File: src/rtl/oam_sprite_scanner.sv
// Per-line OAM search: scans 40 entries against LY and writes the first 10 hits into the sprite store.
// Optional scan_overflow output is enabled by defining OAM_SCAN_OVERFLOW_EN.
module oam_sprite_scanner #(
  parameter int NUM_ENTRIES = 40,
  parameter int MAX_SPRITES = 10
) (
  input  logic                   clk,
  input  logic                   reset,
  input  logic                   scan_start,
  input  logic [7:0]             ly,
  input  logic                   obj_size,
  output logic [5:0]             oam_idx,
  input  logic [7:0]             oam_y,
  input  logic [7:0]             oam_x,
  output logic [MAX_SPRITES-1:0] store_en,
  output logic [7:0]             store_x,
  output logic [5:0]             store_idx,
  output logic [3:0]             store_line,
  output logic [3:0]             sprite_count,
  output logic                   scan_busy,
`ifdef OAM_SCAN_OVERFLOW_EN
  output logic                   scan_done,
  output logic                   scan_overflow
`else
  output logic                   scan_done
`endif
);

  typedef enum logic [1:0] {IDLE, SCAN, DRAIN, DONE} state_t;

  localparam logic [5:0]             LAST_IDX = 6'(NUM_ENTRIES - 1);
  localparam logic [3:0]             MAX_CNT  = 4'(MAX_SPRITES);
  localparam logic [MAX_SPRITES-1:0] SLOT0    = {{(MAX_SPRITES-1){1'b0}}, 1'b1};

  state_t     state_r;
  logic [7:0] ly_r;
  logic       size_r;
  logic       eval_vld_r;
  logic [5:0] eval_idx_r;

  logic [7:0] diff_s;
  logic       hit_s;
  logic [3:0] line_s;
  logic       store_go_s;

  // Hit test and row offset for the entry returned by memory this cycle.
  always_comb begin
    diff_s = ly_r + 8'd16 - oam_y;
    if (size_r) begin
      hit_s  = (diff_s < 8'd16);
      line_s = diff_s[3:0];
    end else begin
      hit_s  = (diff_s < 8'd8);
      line_s = {1'b0, diff_s[2:0]};
    end
    store_go_s = eval_vld_r && hit_s && (sprite_count < MAX_CNT);
  end

  // Scan sequencer, read-pipeline tracking and registered store outputs.
  always_ff @(posedge clk or posedge reset) begin
    if (reset) begin
      state_r      <= IDLE;
      ly_r         <= 8'd0;
      size_r       <= 1'b0;
      eval_vld_r   <= 1'b0;
      eval_idx_r   <= 6'd0;
      oam_idx      <= 6'd0;
      store_en     <= '0;
      store_x      <= 8'd0;
      store_idx    <= 6'd0;
      store_line   <= 4'd0;
      sprite_count <= 4'd0;
      scan_busy    <= 1'b0;
      scan_done    <= 1'b0;
    end else begin
      store_en  <= '0;
      scan_done <= 1'b0;
      if (scan_start) begin
        // A restart discards whatever entry is still in the read pipeline.
        state_r      <= SCAN;
        ly_r         <= ly;
        size_r       <= obj_size;
        eval_vld_r   <= 1'b0;
        oam_idx      <= 6'd0;
        sprite_count <= 4'd0;
        scan_busy    <= 1'b1;
      end else begin
        eval_vld_r <= (state_r == SCAN);
        eval_idx_r <= oam_idx;
        if (store_go_s) begin
          store_en     <= SLOT0 << sprite_count;
          store_x      <= oam_x;
          store_idx    <= eval_idx_r;
          store_line   <= line_s;
          sprite_count <= sprite_count + 4'd1;
        end
        case (state_r)
          IDLE: state_r <= IDLE;
          SCAN: begin
            if (oam_idx == LAST_IDX) begin
              state_r <= DRAIN;
            end else begin
              oam_idx <= oam_idx + 6'd1;
            end
          end
          DRAIN: begin
            state_r   <= DONE;
            scan_busy <= 1'b0;
          end
          DONE: begin
            state_r   <= IDLE;
            scan_done <= 1'b1;
          end
          default: begin
            state_r   <= IDLE;
            scan_busy <= 1'b0;
          end
        endcase
      end
    end
  end

`ifdef OAM_SCAN_OVERFLOW_EN
  // Sticky flag: a hit arrived after every store slot was already taken.
  always_ff @(posedge clk or posedge reset) begin
    if (reset) begin
      scan_overflow <= 1'b0;
    end else if (scan_start) begin
      scan_overflow <= 1'b0;
    end else if (eval_vld_r && hit_s && (sprite_count == MAX_CNT)) begin
      scan_overflow <= 1'b1;
    end else begin
      scan_overflow <= scan_overflow;
    end
  end
`endif

endmodule
File: config.mk
export PLATFORM = sky130hd
export DESIGN_NAME = oam_sprite_scanner
export DESIGN_NICKNAME = d
export VERILOG_FILES = /design/src/rtl/oam_sprite_scanner.sv
export SDC_FILE = /design/constraint.sdc
export NUM_CORES = 1
export LEC_CHECK = 0
export CAP_MARGIN = 20
export CORE_MARGIN = 2
export CORE_UTILIZATION = 35
export DETAILED_ROUTE_END_ITERATION = 6
export SETUP_SLACK_MARGIN = 0.02
export SKIP_LAST_GASP = 1
export SYNTH_ARGS = -nofsm -noshare
export SYNTH_HDL_FRONTEND = slang
export SYNTH_SLANG_ARGS = --single-unit
File: constraint.sdc
create_clock -name clk -period 2.9 [get_ports clk]
set_clock_uncertainty 0.2 [all_clocks]
set_input_delay 0.29 -clock clk [delete_from_list [all_inputs] [get_ports clk]]
set_output_delay 0.29 -clock clk [all_outputs]
set_load 0.01 [all_outputs]
# --- Word-level counts from Yosys, hierarchy flattened ---
# Cells that the tools add are included.
totals:
  regBits: 58
  latchBits: 0
  ramBits: 0
  rom_bits: 0
  out_inout_bits: 40
  elab_cells: 54
  memories: 0
classes:
  add_sub_neg: 4
  mul: 0
  n_div: 0
  magnitude_cmp: 3
  n_eq_ne: 6
  shift: 1
  muxes: 17
  bitwise_logic: 1
  reduce_logical: 9
op_table:
  columns: ["op", "count"]
  rows:
  - ["2-to-1 mux 10 bit", 2]
  - ["2-to-1 mux 6 bit", 3]
  - ["2-to-1 mux 4 bit", 3]
  - ["<< shifter 1 x 4 -> 10 bit, first input constant", 1]
  - ["adder 8 x 5 -> 8 bit, second input constant", 1]
  - ["< comparator 8 x 4 -> 1 bit, second input constant", 1]
  - ["< comparator 8 x 5 -> 1 bit, second input constant", 1]
  - ["subtractor 8 bit", 1]
  - ["adder 6 x 1 -> 6 bit, second input constant", 1]
  - ["== test 6 bit, second input constant", 1]
  - ["2-to-1 mux 1 bit", 6]
  - ["one-hot mux 2 bit (3 select lines)", 1]
  - ["nonzero test 2 bit", 3]
  - ["adder 4 x 1 -> 4 bit, second input constant", 1]
  - ["== test 2 bit, second input constant", 2]
  - ["< comparator 4 bit, second input constant", 1]
  - ["2-to-1 mux 2 bit", 2]
  - ["AND reduction 2 bit", 2]
  - ["inequality test 3 x 2 -> 1 bit, second input constant", 1]
  - ["== test 2 x 1 -> 1 bit, second input constant", 1]
  - ["logical AND 1 bit", 2]
  - ["logical NOT 2 bit", 1]
  - ["inequality test 2 bit, second input constant", 1]
  - ["OR reduction 2 bit", 1]
  - ["NOT 1 bit", 1]

# --- Logic depth before layout (Yosys ltp) ---
logic_depth:
  depth_word: 8
  depth_mapped: 13
  ltp_nobuf: 12

# --- Least setup slack after synthesis ---
# Ideal clock, no wire load.
synth_timing:
  path_kind: "flip-flop to flip-flop"
  startpoint: "register ly_r[1]"
  endpoint: "register store_idx[2]"
  setup_ps: 125
  arrival_time_ps: 2818
  setup_slack_ps: -243
  stages_incl_launch_ff: 12
  n_path_buf: 1
  path_cell_list: "dfrtp_1 ha_1 ha_1 inv_1 fa_1 and2b_4 o31ai_2 a21boi_1 or4_4 nor3_2 buf_6 mux2_4"
synth_via:
  elab_chain_cells: 7
  elab_cells_between_ends: 8
synth_rtl:
  columns: ["item", "line_no", "source"]
  rows:
  - ["start, declared", "36", "logic [7:0] ly_r;"]
  - ["start signal, assigned", "81", "ly_r <= ly;"]
  - ["adder 8 x 5 -> 8 bit *", "48", "diff_s = ly_r + 8'd16 - oam_y;"]
  - ["subtractor 8 bit *", "48", null]
  - ["< comparator 8 x 4 -> 1 bit or < comparator 8 x 5 -> 1 bit (tied branches)", "53, 50", null]
  - ["2-to-1 mux 1 bit *", "49", "if (size_r) begin"]
  - ["logical AND 1 bit * (2 in a row)", "56", "store_go_s = eval_vld_r && hit_s && (sprite_count < MAX_CNT);"]
  - ["AND reduction 2 bit (no line) *", null, null]
  - ["end signal, assigned", "93", "store_idx <= eval_idx_r;"]
  - ["end, declared", "17", "output logic [5:0] store_idx,"]
# Every way passes the cells marked *; elsewhere a longest branch is shown, timed or not.
# A chain may end at the register's enable or synchronous reset.

# --- Worst setup path in the final report ---
layout_timing:
  startpoint: "register ly_r[1]"
  endpoint: "register store_x[7]"
layout_via:
  elab_chain_cells: 7
  elab_cells_between_ends: 8
layout_rtl:
  columns: ["item", "line_no", "source"]
  rows:
  - ["adder 8 x 5 -> 8 bit *", "48", null]
  - ["subtractor 8 bit *", "48", null]
  - ["< comparator 8 x 4 -> 1 bit or < comparator 8 x 5 -> 1 bit (tied branches)", "53, 50", null]
  - ["2-to-1 mux 1 bit *", "49", null]
  - ["logical AND 1 bit * (2 in a row)", "56", null]
  - ["AND reduction 2 bit (no line) *", null, null]
  - ["end signal, assigned", "92", "store_x <= oam_x;"]
  - ["end, declared", "16", "output logic [7:0] store_x,"]
# Marked as above.

==> run_summary.xml <==
<?xml version="1.0" encoding="UTF-8"?>
<metrics>
  <group name="power_and_ir_drop">
    <metric name="p_leak" unit="uW">0.001932</metric>
    <metric name="irDropWorstVdd" unit="uV">290.0</metric>
    <metric name="totalPowerFinal" unit="uW">2568</metric>
    <metric name="power_density" unit="nW/um^2">630.5</metric>
    <metric name="power.combinational.fraction" unit="%">27.8</metric>
    <metric name="switchingPower" unit="uW">714.3</metric>
    <metric name="power.share.clock" unit="%">33.0</metric>
    <metric name="power_report.internal_total" unit="uW">1854</metric>
    <metric name="switching_power_share_of_the_total" unit="%">27.81</metric>
    <metric name="power.share.sequential" unit="%">39.2</metric>
  </group>
  <group name="placed_design">
    <metric name="place_hpwl" unit="mm">3.923</metric>
    <metric name="portBuffers" unit="">67</metric>
    <metric name="placed_cell_area" unit="sq um">3770</metric>
    <metric name="final_weighted_congestion_of_routability_driven_global_placement" unit="">0.7623</metric>
  </group>
  <group name="clocking">
    <metric name="cts.path.max_buffers" unit="">2</metric>
    <metric name="clkTransAtPathRegs" unit="ns">0.07</metric>
    <metric name="tritoncts_clock_tree" unit="">yes</metric>
    <metric name="tritoncts_num_sinks" unit="">58</metric>
    <metric name="clock_tree.htree_level_count" unit="">3</metric>
    <metric name="tritoncts.num_buffers" unit="">9</metric>
    <metric name="holdBufCountCts" unit="">0</metric>
    <metric name="worstSkewPairLatency" unit="ns">0.34</metric>
    <metric name="clock-root-buffer" unit="">sky130_fd_sc_hd__clkbuf_8</metric>
  </group>
  <group name="synthesis">
    <metric name="synth_cell_types" unit="">38</metric>
    <metric name="netlist_instances" unit="">227</metric>
    <metric name="yosysSeqAreaShare" unit="%">50.97</metric>
    <metric name="synth-simple-area-share" unit="%">10.68</metric>
    <metric name="synth_top_family_by_area" unit="">multiplexers</metric>
    <metric name="ffs_latches_synth" unit="">58</metric>
    <metric name="synth_top_flop_cell" unit="">sky130_fd_sc_hd__dfrtp_1</metric>
    <metric name="synth_xor_area_share" unit="%">3.076</metric>
    <metric name="postSynthNetCount" unit="">279</metric>
    <metric name="synth-adder-area-share" unit="%">10.81</metric>
    <metric name="mux_cell_area_share_after_synthesis" unit="%">14.94</metric>
    <metric name="netlist_area_pre_place" unit="sq um">2848</metric>
    <metric name="synth_edf_count" unit="">0</metric>
    <metric name="synthArstFlopShare" unit="%">100.0</metric>
    <metric name="post_synthesis_compound_gate_area_fraction" unit="%">4.877</metric>
    <metric name="syn-mean-instance-area" unit="sq um">12.55</metric>
    <metric name="synth_warnings" unit="">0</metric>
  </group>
  <group name="worst_setup_path">
    <metric name="critical_path.n_buffers_inverters" unit="">2</metric>
    <metric name="critPathLaunchType" unit="">flop</metric>
    <metric name="endpoint_kind" unit="">flop</metric>
    <metric name="critical_path.slowest_cell" unit="">sky130_fd_sc_hd__or4_4</metric>
    <metric name="worst_path_dominant_cell_family" unit="">simple AND/OR/NAND/NOR gates</metric>
    <metric name="crit_chain" unit="">ha_1, ha_2, inv_2, fa_2, and2b_4, o31ai_2, a21boi_2, or4_4, nor3_4, buf_6, mux2_4</metric>
    <metric name="timing.critical_path.required" unit="ns">2.92</metric>
    <metric name="cp.arrival" unit="ns">3.21</metric>
    <metric name="crit_path_max_fanout" unit="">7</metric>
    <metric name="crit_type" unit="">reg -&gt; reg</metric>
    <metric name="critical_path.max_stage_delay" unit="ns">0.49</metric>
  </group>
  <group name="detailed_routing">
    <metric name="vias_per_cell" unit="">4.584</metric>
    <metric name="drt_iter0_markers" unit="">67</metric>
    <metric name="wl_per_cell" unit="um">13.26</metric>
    <metric name="vias_after_detailed_routing" unit="">1948</metric>
    <metric name="detail_route.drc_violations" unit="">0</metric>
    <metric name="drt_pre_antenna_iters" unit="">4</metric>
    <metric name="antenna_left" unit="">0</metric>
    <metric name="routed_wirelength" unit="mm">5.636</metric>
  </group>
  <group name="global_route">
    <metric name="grt_util_met2" unit="%">20.18</metric>
    <metric name="grt_antenna_before_repair" unit="">0</metric>
    <metric name="global_route.peak_usage_layer" unit="">met2</metric>
    <metric name="grt_pass1_vias" unit="">1956</metric>
    <metric name="global_route.usage.met1" unit="%">19.79</metric>
    <metric name="maximum_number_of_pins_on_one_net_before_global_route_repair" unit="">44</metric>
    <metric name="use_met3" unit="%">3.531</metric>
    <metric name="grt_usage" unit="%">14.10</metric>
    <metric name="grt-ovfl-total" unit="">0</metric>
    <metric name="wire_length_of_the_first_global_routing_pass" unit="mm">9.535</metric>
  </group>
  <group name="finish">
    <metric name="num_antenna_cells" unit="">0</metric>
    <metric name="finalCoreUtilization" unit="%">52.18</metric>
    <metric name="area_growth" unit="%">43.06</metric>
    <metric name="finish.instance_area" unit="sq um">4074</metric>
    <metric name="drive_above_1_share" unit="%">25.08</metric>
    <metric name="nNetsFinal" unit="">370</metric>
  </group>
  <group name="run_status">
    <metric name="violations" unit="">setup timing</metric>
    <metric name="status" unit="">complete, but fails checks</metric>
  </group>
  <group name="sta">
    <metric name="finalHoldViolations" unit="">0</metric>
    <metric name="layout_setup_ws" unit="ns">-0.2860</metric>
    <metric name="max_freq" unit="MHz">313.9</metric>
    <metric name="timing.final.max_slew_violations" unit="">0</metric>
    <metric name="min_period_over_period" unit="%">109.9</metric>
    <metric name="setup_viol" unit="">31</metric>
    <metric name="rsz0062_at_grt" unit="">true</metric>
    <metric name="headroom_to_the_max_slew_limit" unit="%">59.77</metric>
    <metric name="worst_pin_slew" unit="ns">0.6025</metric>
    <metric name="period_minus_slack" unit="ns">3.186</metric>
  </group>
  <group name="floorplan">
    <metric name="die_area" unit="sq um">8874</metric>
    <metric name="number_of_standard_cell_rows_in_the_floorplan" unit="">32</metric>
    <metric name="io_pins" unit="">68</metric>
    <metric name="floorplan.die.width" unit="um">94.20</metric>
    <metric name="core" unit="sq um">7807</metric>
    <metric name="fp.dieH" unit="um">94.20</metric>
    <metric name="initial_utilization" unit="%">36.47</metric>
  </group>
  <group name="min_path">
    <metric name="hp_class" unit="">in -&gt; async</metric>
  </group>
  <group name="job">
    <metric name="max-cap-violations" unit="">0</metric>
  </group>
</metrics>
flip-flops by register name (all words and copies together) (netlist names), 4 cells and up:
register      cells
store_en         10
ly_r              8
store_x           8
eval_idx_r        6
oam_idx           6
store_idx         6
sprite_count      4
store_line        4
worst reg2reg max path, delay by kind of cell (launching register included):
family                     cells  cell delay, ns
AOI/OAI and AO/OA              2            0.22
adders and majority gates      3            0.79
buffers and inverters          2            0.23
DFF                            1            0.38
muxes                          1            0.31
and+or+nand+nor                3            0.94
per-stage QoR:
stage	instances	TNS, ns	setup slack, ns	hold slack, ns
after floorplan	227	-3.265	-0.2182	0.2110
after global placement	406	-18.29	-0.7414	0.2738
after detailed placement	406	-19.02	-0.7863	0.2802
after CTS	427	-6.882	-0.3528	0.1702
after global routing	425	-10.17	-0.3863	0.2202
final	425	-6.247	-0.2860	0.1569
power groups by stage:
stage	Clock, uW	Sequential, uW	Combinational (uW)
global placement	0	1030	672
CTS	873	1010	711
finish	847	1010	714
detailed placement	0	1020	677
floorplan	0	1040	352
global route	909	1030	796
layout by cell type, fill, tap and decap left out, drive strengths merged, types with 2 or more instances in the layout:
| cell | n |
|---|---|
| nor2 | 17 |
| o21ai | 5 |
| mux2i | 5 |
| inv | 24 |
| and3 | 2 |
| ha | 23 |
| clkdlybuf4s50 | 66 |
| buf | 21 |
| and4b | 8 |
| a21o | 2 |
| clkinvlp | 2 |
| nand2b | 3 |
| nor3 | 2 |
| a21oi | 3 |
| dfrtp | 58 |
| nor2b | 4 |
| xnor2 | 7 |
| clkbuf | 10 |
| xor2 | 3 |
| nand4 | 3 |
| nand2 | 4 |
| bufinv | 2 |
| and3b | 2 |
| a211oi | 2 |
| mux2 | 30 |
final timing paths:
kind                                 from  depth (start not counted)          to  slack (ns)
worst max-delay path              ly_r[1]                         11  store_x[7]       -0.29
worst min-delay path                reset                          2  store_x[6]        0.16
worst max register to register    ly_r[1]                         11  store_x[7]       -0.29
worst min register to register  scan_busy                          1   scan_busy        0.29
max in group asynchronous           reset                          3     ly_r[0]        1.67
min in group clk                scan_busy                          1   scan_busy        0.29
repair_timing:
action / CTS / global route
setup buffers: 4 / 1
gates resized for setup: 16 / 4
pin swaps: 3 / 1
cloned: 1 / 0
endpoints found under the setup margin: 28 / 32
final cells by class:
| type | count | area (sq um) |
|---|---|---|
| fill | 727 | 3734 |
| sequential | 58 | 1451 |
| multi-input combinational | 138 | 1333 |
| timing repair buffer | 88 | 849.6 |
| clock buffer | 10 | 137.6 |
| tap | 102 | 127.6 |
| clock inverter | 6 | 88.84 |
| inverter | 23 | 86.33 |
cell usage after synthesis, drive strengths merged, types with 4 or more instances:
| library cell | number | area (sq um) |
|---|---|---|
| and4b | 8 | 80.08 |
| ha | 23 | 287.8 |
| nor2 | 17 | 63.81 |
| dfrtp | 58 | 1451 |
| inv | 23 | 86.33 |
| mux2 | 30 | 375.4 |
| clkbuf | 5 | 18.77 |
| o21ai | 5 | 25.02 |
| nor2b | 4 | 25.02 |
| mux2i | 5 | 50.05 |
| nand2 | 4 | 15.01 |
| xnor2 | 7 | 61.31 |
metal layers:
metal	routed length [um]	share of wire (%)
met3	329	5.8
met1	2844	50
met4	119	2.1
met5	0	0
met2	2342	42
cells by family (layout without fill, tap and decap cells):
family                     count (synthesis)  after routing
DFF                                       58             58
buffers and inverters                     31            127
AOI/OAI and AO/OA                         20             20
adders and majority gates                 24             24
xor gates and xnor gates                  10             10
muxes                                     35             35
and+or+nand+nor                           49             49
Power figures use the tool's default switching activity.
==> patch 1: new RTL, same flow settings <==
Build with the macro `OAM_SCAN_OVERFLOW_EN` defined.
--- a/src/rtl/oam_sprite_scanner.sv
+++ b/src/rtl/oam_sprite_scanner.sv
@@ -1,4 +1,6 @@
 // Per-line OAM search: scans 40 entries against LY and writes the first 10 hits into the sprite store.
 // Optional scan_overflow output is enabled by defining OAM_SCAN_OVERFLOW_EN.
+`define OAM_SCAN_OVERFLOW_EN
+
 module oam_sprite_scanner #(
   parameter int NUM_ENTRIES = 40,
Function (old outputs only; new: scan_overflow): kept (equiv_simple and equiv_induct, registers matched by name and starting in step).
==> patch 1 against the unedited design <==
Sequential cell count increased by 1; sequential share of layout area decreased by 1.0 points; total power increased by 5.7%; wire length increased by 5.7%; final cell count increased by 3.3%; final area increased by 4.7%; area after synthesis increased by 1.8%; the run now ends clean; global-route usage decreased by 0.21 points; worst setup slack improved by 0.31 ns.
==> patch 1: results (changes against the unedited design) <==
- Status: finished, final reports clean
- Clock root cell: clkbuf_8
- # diodes: 0 (unchanged)
- Crit Path Max Fanout: 20 (+13)
- Post-Place Setup Slack: -0.5343 ns (+0.2520 ns)
- Share of cells above drive strength 1: 0.3114 (+0.06060)
- Largest regs: store_en x10, ly_r x8, store_x x8
- Clock Latency Late Sink: 0.33 ns
- IO buf count: 68 (+1.5%)
- HP Class: primary input to asynchronous set/reset pin
- Synth async-reset ratio: 1.000 (unchanged)
- Clock Pin Slew Worst Setup and Hold Paths: 0.08 ns
- Slew @ Worst Pin: 0.6291 ns (+0.02665 ns)
- Cell leakage power: 1.959 nW (+1.4%)
- List of most frequent post-synthesis cells: 59 x dfrtp_1, 25 x inv_1, 23 x ha_1, 16 x mux2_4, 14 x nor2_1
- Distinct cells, synth: 43 (+13%)
- Iteration count of the initial detailed-routing pass: 4 (unchanged)
- Worst vdd rail ir drop: 0.3670 mV (+27%)
- Top post-synthesis cells by area: dfrtp_1 51%, ha_1 9.9%, mux2_4 8.3%
- Total global-route track usage: 0.1388 (-0.002118)
- Sequential share of the synthesized area: 0.5093 (about the same)
- Num CTS Buffers: 9 (unchanged)
- First-pass GRT wire length: 9535 um (unchanged)
- Synth Warn #: 0 (unchanged)
- Initial antenna violation count: 0 (unchanged)
- Iter 0 DRT Violations: 30 (-55%)
- Total of max-cap violations: 0 (unchanged)
- Nets: 381 (+3.0%)
- Gpl congestion: 0.8208 (+7.7%)
- HPWL reported at the end of detailed placement: 4084 um (+4.1%)
- CP arrival: 2.89 ns (-0.32 ns)
- Syn_nets: 287 (+2.9%)
- H-tree Lvls: 3 (unchanged)
- Top-count cell post-synth: dfrtp_1
- Vias per inst: 4.661 (+1.7%)
- Largest net degree at the start of global routing: 31 (-30%)
- Clock buffer depth: 2 (unchanged)
- Final WL: 5955 um (+5.7%)
- Vias in the first global route: 2021 (+3.3%)
patch 1: changes by cell type after synthesis, sizes merged, moves of 3 or more:
cell   change
and4b      -8
nor2       -3
nor3       +3
nor4       +3
xnor2      -3
patch 1: metrics by stage:
step	utilization	power, mW	cell area (um2)	cells	setup TNS, ns
after floorplan	-	1.513	2907	235	0
after global routing	0.5244	2.892	4265	439	-1.404
after global placement	0.4715	1.885	3835	420	-14.21
after CTS	0.5042	2.705	4101	436	-0.3497
final	0.5244	2.715	4265	439	0
after detailed placement	0.4715	1.905	3835	420	-15.30
patch 1: final cells by class:
type	count	area, um2
fillers	732	3869
multi-input cells	143	1483
flip-flops and latches	59	1476
repair buffers	91	878.3
clock buffers	10	137.6
well taps	105	131.4
inverters	25	93.84
clock inverters	6	65.06
patch 1: worst paths after layout:
check / start / endpoint / slack [ns] / cells after the start
setup / recovery: ly_r[4] / store_x[2] / 0.02 / 11
hold / removal: reset / scan_done / 0.17 / 2
setup reg to reg: ly_r[4] / store_x[2] / 0.02 / 11
hold reg to reg: scan_busy / scan_busy / 0.28 / 1
max in group asynchronous: reset / store_en[4] / 1.62 / 3
min in group clk: scan_busy / scan_busy / 0.28 / 1
patch 1: cells by family (layout without fill, tap and decap cells):
kind of cell / count (synthesis) / after routing / synth area share
mux: 33 / 33 / 0.1472
xor+xnor: 9 / 9 / 0.02719
buf+inv: 33 / 132 / 0.04833
simple gates: 54 / 54 / 0.1036
flops: 59 / 59 / 0.5093
fa+ha+maj: 24 / 24 / 0.1062
compound gates: 23 / 23 / 0.05827
patch 1: where the power goes:
group          leakage [nW]  total, mW  switching, mW  internal (mW)
Combinational          1.08      0.888          0.355          0.533
Sequential            0.778       1.07          0.101          0.968
Clock                 0.102      0.759          0.339          0.420
Total                  1.96       2.71          0.794           1.92
patch 1: worst max-delay path, cell delays in order (launching register included):
cell and delay [ns]:
dfrtp_1 0.35, inv_2 0.05, ha_4 0.25, inv_2 0.04, ha_4 0.24, a21oi_2 0.14, nor2b_2 0.06, or4_4 0.49
a211oi_4 0.29, nand4_2 0.14, buf_12 0.20, mux2_4 0.31
patch 1: timing repair:
item,in CTS,in global routing
resized for setup,14,24
pin swaps,15,10
setup endpoints to repair,32,31
setup buffers,0,3
hold endpoints to repair,0,0
patch 1: metal layers:
layer  track usage  share of wire  up-vias
met5             0              0        -
met4       0.05676         0.0084        0
met3       0.03320          0.049        6
met2        0.2246           0.50       54
met1        0.1791           0.45      987
li1              -              -      999
==> patch 2: new RTL, same flow settings <==
Made on the original files. Register the output `store_idx` once more, with the module's reset; this adds one clock of latency there. The other outputs are not delayed to match.
--- a/src/rtl/oam_sprite_scanner.sv
+++ b/src/rtl/oam_sprite_scanner.sv
@@ -32,4 +32,6 @@
   localparam logic [3:0]             MAX_CNT  = 4'(MAX_SPRITES);
   localparam logic [MAX_SPRITES-1:0] SLOT0    = {{(MAX_SPRITES-1){1'b0}}, 1'b1};
+
+  logic [5:0] store_idx_s0;
 
   state_t     state_r;
@@ -68,5 +70,5 @@
       store_en     <= '0;
       store_x      <= 8'd0;
-      store_idx    <= 6'd0;
+      store_idx_s0 <= 6'd0;
       store_line   <= 4'd0;
       sprite_count <= 4'd0;
@@ -91,5 +93,5 @@
           store_en     <= SLOT0 << sprite_count;
           store_x      <= oam_x;
-          store_idx    <= eval_idx_r;
+          store_idx_s0 <= eval_idx_r;
           store_line   <= line_s;
           sprite_count <= sprite_count + 4'd1;
@@ -136,3 +138,11 @@
 `endif
 
+  always_ff @(posedge clk or posedge reset) begin
+    if (reset) begin
+      store_idx <= '0;
+    end else begin
+      store_idx <= store_idx_s0;
+    end
+  end
+
 endmodule
Formal check against the unedited RTL: not equivalent (a bounded check fails within 10 cycles, from zero or initial values and one cycle with reset high).
==> patch 2 against the unedited design <==
The run still ends with negative setup slack left; final area is 3.7% higher; via count is 5.1% higher; worst setup slack worse by 0.021 ns; wire length is 8.4% higher; area after synthesis is 5.7% higher; total power is 3.2% lower; count of clock-buffer cells in the layout stayed put; sequential cell count is 6 higher; critical endpoint is now store_idx_s0[4].
==> patch 2: results (changes against the unedited design) <==
- Cell leakage power: 2.009 nW (+4.0%)
- Critical R2R Capture: store_idx_s0[4]
- Status: finished with violations
- Nets: 377 (+1.9%)
- Iteration count of the initial detailed-routing pass: 6 (+2)
- # setup viols final: 32 (+3.2%)
- Gpl congestion: 0.7646 (+0.30%)
- Dpl cell area: 3881 um2 (+3.0%)
- HPWL reported at the end of detailed placement: 4003 um (+2.0%)
- Crit-path slowest cell: clkdlybuf4s50_1
- Slew headroom: 0.5759 (-0.02180)
- List of most frequent post-synthesis cells: 64 x dfrtp_1, 23 x ha_1, 23 x inv_1, 18 x nor2_1, 14 x mux2_1
- Psw: 736.9 uW (+3.2%)
- Distinct cells, synth: 39 (+2.6%)
- Crit Path Max Fanout: 9 (+2)
- CP arrival: 3.22 ns (about the same)
- Total global-route track usage: 0.1370 (-0.003906)
- First-pass GRT wire length: 10090 um (+5.8%)
- Post-DR wirelength/cell: 14.04 um (+5.9%)
- Seq pwr share: 0.444 (+0.052)
- R2R depth: 12 (+1)
- Clock group: 649 uW (-23%)
- Top post-synthesis cells by area: dfrtp_1 53%, ha_1 9.6%, mux2_1 5.2%
- Failing checks: negative setup slack
- Synth Warn #: 0 (unchanged)
- Via Count: 2048 (+5.1%)
- Critical path origin: oam_y[2]
- Delay-heaviest family, CP: buffers and inverters
- Post-Place Setup Slack: -0.7040 ns (+0.08229 ns)
- Share of cells above drive strength 1: 0.2152 (-0.03562)
- Iter 0 DRT Violations: 54 (-19%)
- Final worst slack: -0.3073 ns (-0.02128 ns)
- Syn_nets: 287 (+2.9%)
## patch 2: cell types whose count changed after synthesis, moves of 2 or more
| cell | before | now |
|---|---|---|
| o21ai_1 | 0 | 2 |
| mux2_2 | 13 | 6 |
| o21ai_0 | 5 | 3 |
| mux2_1 | 7 | 14 |
| dfrtp_1 | 58 | 64 |
## patch 2: final cells by class
type | count | area (um2)
Clock buffer | 10 | 127.6
Sequential cell | 64 | 1602
Tap cell | 105 | 131.4
Multi-Input combinational cell | 140 | 1344
Clock inverter | 6 | 36.28
Fill cell | 731 | 4031
Timing Repair Buffer | 87 | 899.6
Inverter | 23 | 86.33
## patch 2: timing repair
item	4_1_cts	5_1_grt
pin swaps	1	2
buffers inserted	6	2
resized for setup	10	9
setup endpoints to repair	32	32
cloned	3	0
endpoints found under the hold margin	0	0
## patch 2: per-stage QoR
| stage | hold WS (ns) | util | total power, mW | TNS (ns) | cells |
|---|---|---|---|---|---|
| finish | 0.1541 | 0.5118 | 2.486 | -6.333 | 435 |
| global placement | 0.1565 | 0.4700 | 1.779 | -17.50 | 409 |
| floorplan | 0.1471 | - | 1.495 | -1.955 | 235 |
| CTS | 0.1657 | 0.5058 | 2.484 | -4.861 | 434 |
| global route | 0.2002 | 0.5118 | 2.645 | -10.84 | 435 |
| detailed placement | 0.1663 | 0.4700 | 1.794 | -18.06 | 409 |
## patch 2: cell families after synthesis
group | after synthesis | share of synthesized area
fa+ha+maj | 24 | 0.1022
simple gates | 52 | 0.1052
flops | 64 | 0.5320
xor+xnor | 10 | 0.02910
buf+inv | 31 | 0.04655
mux | 35 | 0.1413
compound gates | 19 | 0.04364
## patch 2: routing by layer
layer	track usage	vias up	wire length, um
li1	-	976	-
met1	0.1739	1019	2679
met2	0.2228	44	3106
met3	0.03902	9	232
met4	0.05200	0	91
met5	0	-	0
